===== config.mk =====
export PLATFORM = sky130hd
export DESIGN_NAME = line_3_buffer_ctrl
export DESIGN_NICKNAME = d
export VERILOG_FILES = /design/src/rtl/line_3_buffer_ctrl.sv
export SDC_FILE = /design/constraint.sdc
export NUM_CORES = 1
export LEC_CHECK = 0
export ABC_AREA = 1
export CORE_MARGIN = 5
export CORE_UTILIZATION = 40
export CTS_BUF_LIST = sky130_fd_sc_hd__clkbuf_8
export DETAILED_ROUTE_END_ITERATION = 6
export DONT_BUFFER_PORTS = 1
export PLACE_DENSITY = 0.6
export SYNTH_ARGS = -nofsm -noshare
export SYNTH_HDL_FRONTEND = slang
export SYNTH_SLANG_ARGS = --single-unit

===== constraint.sdc =====
create_clock -name clk -period 2.5 [get_ports clk]
set_clock_uncertainty 0.05 [all_clocks]
set_input_delay 0.75 -clock clk [delete_from_list [all_inputs] [get_ports clk]]
set_output_delay 0.75 -clock clk [all_outputs]
set_load 0.02 [all_outputs]

===== src/rtl/line_3_buffer_ctrl.sv =====
// Row scheduler for a 3-line buffer feeding a 3x3 conv stage: zero-row padding, push strobe, window handshake.
// Optional LB_CTRL_STALL_CNT_EN adds stall_cnt_o, a saturating count of back-pressured window cycles.
//
// state     | meaning
// ----------+---------------------------------------------------------
// S_IDLE    | waiting for start_i
// S_PAD_TOP | pushing the top zero row
// S_FILL    | accepting upstream rows until three rows are buffered
// S_WAIT_LB | letting line-buffer outputs settle for LB_LAT cycles
// S_WIN     | presenting one window to the conv engine
// S_PAD_BOT | pushing the bottom zero row
// S_DONE    | one-cycle frame completion pulse
module line_3_buffer_ctrl #(
    parameter int H      = 24,
    parameter int PAD    = 1,
    parameter int LB_LAT = 1
) (
    input  logic                 clk,
    input  logic                 resetn,
    input  logic                 start_i,
    input  logic                 row_valid_i,
    output logic                 row_ready_o,
    output logic                 lb_push_o,
    output logic                 lb_zero_o,
    output logic                 win_valid_o,
    input  logic                 win_ready_i,
    output logic [$clog2(H)-1:0] win_row_o,
    output logic                 busy_o,
    output logic                 frame_done_o
`ifdef LB_CTRL_STALL_CNT_EN
    ,
    output logic [15:0]          stall_cnt_o
`endif
);

    localparam int RW = $clog2(H);
    localparam int PW = $clog2(H + 3);
    localparam int IW = $clog2(H + 1);
    localparam int LW = (LB_LAT > 1) ? $clog2(LB_LAT) : 1;

    localparam logic [RW-1:0] LAST_ROW = RW'((PAD == 1) ? (H - 1) : (H - 3));
    localparam logic [IW-1:0] ROWS     = IW'(H);
    localparam logic [LW-1:0] LAT_LOAD = LW'(LB_LAT - 1);

    typedef enum logic [2:0] {
        S_IDLE,
        S_PAD_TOP,
        S_FILL,
        S_WAIT_LB,
        S_WIN,
        S_PAD_BOT,
        S_DONE
    } state_t;

    state_t        r_state;
    logic [PW-1:0] r_push_cnt;
    logic [IW-1:0] r_rows_in;
    logic [RW-1:0] r_win_row;
    logic [LW-1:0] r_lat_cnt;

    logic w_zero_push;

    // All outputs decode straight from the state register, so reset clears them at once.
    assign w_zero_push  = (r_state == S_PAD_TOP) || (r_state == S_PAD_BOT);
    assign row_ready_o  = (r_state == S_FILL);
    assign lb_push_o    = w_zero_push || ((r_state == S_FILL) && row_valid_i);
    assign lb_zero_o    = w_zero_push;
    assign win_valid_o  = (r_state == S_WIN);
    assign win_row_o    = r_win_row;
    assign busy_o       = (r_state != S_IDLE) && (r_state != S_DONE);
    assign frame_done_o = (r_state == S_DONE);

    always_ff @(posedge clk or posedge resetn) begin
        if (resetn) begin
            r_state    <= S_IDLE;
            r_push_cnt <= '0;
            r_rows_in  <= '0;
            r_win_row  <= '0;
            r_lat_cnt  <= '0;
        end else begin
            case (r_state)
                S_IDLE: begin
                    if (start_i)
                        r_state <= (PAD == 1) ? S_PAD_TOP : S_FILL;
                end
                S_PAD_TOP: begin
                    r_push_cnt <= r_push_cnt + PW'(1);
                    r_state    <= S_FILL;
                end
                S_FILL: begin
                    if (row_valid_i) begin
                        r_push_cnt <= r_push_cnt + PW'(1);
                        r_rows_in  <= r_rows_in + IW'(1);
                        // Once primed, every later push completes a new window.
                        if (r_push_cnt >= PW'(2)) begin
                            r_state   <= S_WAIT_LB;
                            r_lat_cnt <= LAT_LOAD;
                        end
                    end
                end
                S_WAIT_LB: begin
                    if (r_lat_cnt == '0)
                        r_state <= S_WIN;
                    else
                        r_lat_cnt <= r_lat_cnt - LW'(1);
                end
                S_WIN: begin
                    if (win_ready_i) begin
                        r_win_row <= r_win_row + RW'(1);
                        if (r_win_row == LAST_ROW)
                            r_state <= S_DONE;
                        else if (r_rows_in < ROWS)
                            r_state <= S_FILL;
                        else
                            r_state <= S_PAD_BOT;
                    end
                end
                S_PAD_BOT: begin
                    r_push_cnt <= r_push_cnt + PW'(1);
                    r_lat_cnt  <= LAT_LOAD;
                    r_state    <= S_WAIT_LB;
                end
                S_DONE: begin
                    r_push_cnt <= '0;
                    r_rows_in  <= '0;
                    r_win_row  <= '0;
                    r_state    <= S_IDLE;
                end
                default: r_state <= S_IDLE;
            endcase
        end
    end

`ifdef LB_CTRL_STALL_CNT_EN
    logic [15:0] r_stall_cnt;

    always_ff @(posedge clk or posedge resetn) begin
        if (resetn)
            r_stall_cnt <= '0;
        else if ((r_state == S_IDLE) && start_i)
            r_stall_cnt <= '0;
        else if ((r_state == S_WIN) && !win_ready_i && (r_stall_cnt != 16'hFFFF))
            r_stall_cnt <= r_stall_cnt + 16'd1;
    end

    assign stall_cnt_o = r_stall_cnt;
`endif

endmodule


==> flow_metrics.py <==
metrics = {
    "sta": {
        "slew_violations": 0,
        "setup_tns_ps": 0,
        "setup_viol": 0,
        "timing.final.crit_share_pct": 89.1,
        "worstMarginPinSlew_ps": 751,
        "fmax_mhz": 449,
        "hold_slack_ps": 437,
        "relSlewSlack_pct": 49.4,
        "hold_viol_final": 0,
        "rsz0062_at_grt": "false",
        "period_minus_slack_ps": 2230,
    },
    "logic_synthesis": {
        "synth_xor_area_share_pct": 1.58,
        "synth.yosys.seq_area_share_pct": 40.5,
        "synth-warning-count": 0,
        "ys_seq_elements": 18,
        "synth-simple-area-share_pct": 37.5,
        "syn-num-nets": 165,
        "syn_inst": 156,
        "synth_top_family_by_area": "simple AND/OR/NAND/NOR gates",
        "ys_types": 21,
        "synthAdderAreaFrac_pct": 4.50,
        "synth-compound-area-share_pct": 7.32,
        "synth.cell_area_mm2": 0.00111,
        "synthMuxAreaShare_pct": 0,
        "syn_avg_cell_area_um2": 7.12,
    },
    "worst_setup_path": {
        "crit_arrival_ps": 1430,
        "crit_type": "reg -> out",
        "worstPathRequired_ps": 1700,
        "startpoint_type": "flop",
        "worstSetupEndpointType": "primary output",
        "path_max_fanout": 5,
    },
    "die": {
        "ioPinCount": 16,
        "die_x_um": 62.7,
        "num_rows": 19,
        "fp.dieH_um": 62.7,
        "dieArea_mm2": 0.00393,
        "initial_utilization_pct": 41.0,
        "core-area_mm2": 0.00271,
    },
    "detailed_routing": {
        "route.detailed.drc": 0,
        "routed_wl_mm": 2.39,
        "dr.pass1.iters": 4,
        "routed_via_density": 5.22,
        "drt_first_iter_violations": 79,
        "antenna_left": 0,
        "wl_per_cell_um": 12.6,
        "vias": 987,
    },
    "cells_and_area": {
        "area_growth_pct": 7.09,
        "n_antenna_cell": 0,
        "fillCellCount": 297,
        "fin_cells": 189,
        "finalNetCount": 169,
        "drive_gt1_share_pct": 6.96,
    },
    "cts": {
        "cts_resized": 0,
        "postCtsSetupBuffers": 0,
        "insertion_delay_ps": 250,
        "clkSinkCount": 18,
        "cts_max_level": 1,
        "cts_buffers": 3,
        "tritoncts": "done",
        "clk_pin_slew_ps": 70,
        "clock_path_buffers": 2,
        "root_buffer": "clkbuf_8",
        "hold_buffers": 0,
    },
    "placement": {
        "io_buffers": 0,
        "place_congestion": 0.831,
        "place_hpwl_mm": 1.82,
        "dp_cells": 186,
    },
    "status": {
        "status": "finished clean",
    },
    "global_routing": {
        "grt_start_max_net_pins": 19,
        "overflow": 0,
        "grt_pass1_wl_mm": 4.34,
        "grt_pass1_vias": 999,
        "grt_usage_pct": 13.4,
        "antenna_found_initial": 0,
    },
    "min_path": {
        "hp-class": "in -> async",
    },
    "job": {
        "cap_viol_max_count": 0,
    },
    "power_and_ir_drop": {
        "p_per_area_mw_per_mm2": 1270,
        "leakagePower_nw": 0.638,
        "ir_drop_mv": 0.740,
    },
}
==> per-layer routing <==
| metal | track usage (%) | part of all wire [%] | vias to the layer above |
|---|---|---|---|
| met5 | 0 | 0 | - |
| met4 | 5.84 | 0.75 | 0 |
| met3 | 2.88 | 5.7 | 2 |
| met2 | 21.2 | 46 | 22 |
| met1 | 17.5 | 48 | 460 |
| li1 | - | - | 503 |
==> cells in the mapped netlist <==
library cell | count | area share [%]
nor3_4 | 1 | 1.5
nand3_1 | 18 | 8.1
o21ai_2 | 1 | 0.79
inv_1 | 22 | 7.4
dfrtp_1 | 18 | 41
nor2_2 | 1 | 0.56
ha_1 | 4 | 4.5
nor2_1 | 14 | 4.7
buf_2 | 1 | 0.45
o21bai_1 | 1 | 0.68
inv_2 | 1 | 0.34
or2_2 | 1 | 0.56
o21ai_0 | 10 | 4.5
nand2_2 | 1 | 0.56
xor2_1 | 2 | 1.6
a21oi_1 | 3 | 1.4
clkbuf_1 | 1 | 0.34
nor3_1 | 1 | 0.45
nand2_1 | 46 | 16
nand4_1 | 8 | 4.5
nor2_4 | 1 | 1.0
==> area by class of cell <==
| cell class | instances | area [um2] | area share (%) |
|---|---|---|---|
| inverter | 23 | 86.3 | 7.26 |
| sequential | 18 | 450 | 37.9 |
| tap | 31 | 38.8 | 3.26 |
| clock buffer | 3 | 41.3 | 3.47 |
| timing repair buffer | 1 | 7.51 | 0.631 |
| multi-input combinational | 113 | 566 | 47.5 |
==> worst max-delay path, cell delays in order, from the launching register on <==
cell and delay, ps:
dfrtp_1 400, inv_1 130, nand2_2 100, nor2_2 100
nand2_1 130, o21ai_0 320
==> kinds of logic after synthesis <==
group | after synthesis
AND/OR/NAND/NOR | 92
buffers and inverters | 25
AO/OA/AOI/OAI | 15
flip-flops | 18
adder cells (fa/ha/maj) | 4
XOR/XNOR | 2
==> final timing paths <==
check / end / from / cells past startpoint / slack, ps
max in group asynchronous: r_push_cnt[2]$_DFFE_PP0P_ / resetn / 1 / 1530
worst max-delay path: lb_push_o / r_state[0]$_DFFE_PP0P_ / 5 / 270
min in group clk: r_rows_in[0]$_DFFE_PP0P_ / r_rows_in[0]$_DFFE_PP0P_ / 1 / 460
worst min-delay path: win_row_o[4]$_DFFE_PP0P_ / resetn / 1 / 440
worst max register to register: r_rows_in[2]$_DFFE_PP0P_ / r_state[0]$_DFFE_PP0P_ / 8 / 870
worst min register to register: r_rows_in[0]$_DFFE_PP0P_ / r_rows_in[0]$_DFFE_PP0P_ / 1 / 460
==> layout by cell type, fill, tap and decap left out, types with 2 or more instances in the layout <==
master / instances
clkbuf_8: 3
nand4_1: 8
inv_1: 22
nor2_1: 14
dfrtp_1: 18
nand3_1: 18
a21oi_1: 3
o21ai_0: 10
xor2_1: 2
ha_1: 4
nand2_1: 46
==> registers in the layout, indices dropped and copies added, names as in the netlist <==
| name | cells |
|---|---|
| r_push_cnt | 5 |
| win_row_o | 5 |
| r_rows_in | 5 |
| r_state | 3 |
==> report_power, final <==
group          switching, mW  leakage [nW]  total (mW)  internal (mW)
sequential             0.193         0.235       0.605          0.412
clock                 0.0894        0.0216       0.196          0.107
combinational          0.478         0.382       0.710          0.232
total                  0.760         0.638        1.51          0.751
==> metrics by stage <==
step                      total power [mW]  area, um2  util, %  setup WS (ps)
after floorplan                       1.15       1110        -            451
after global placement                1.29       1150     42.4            501
after detailed placement              1.32       1150     42.4            485
after CTS                             1.53       1190     43.9            262
after global routing                  1.67       1190     43.9            119
final                                 1.51       1190     43.9            272
(Power assumes the default switching activity.)
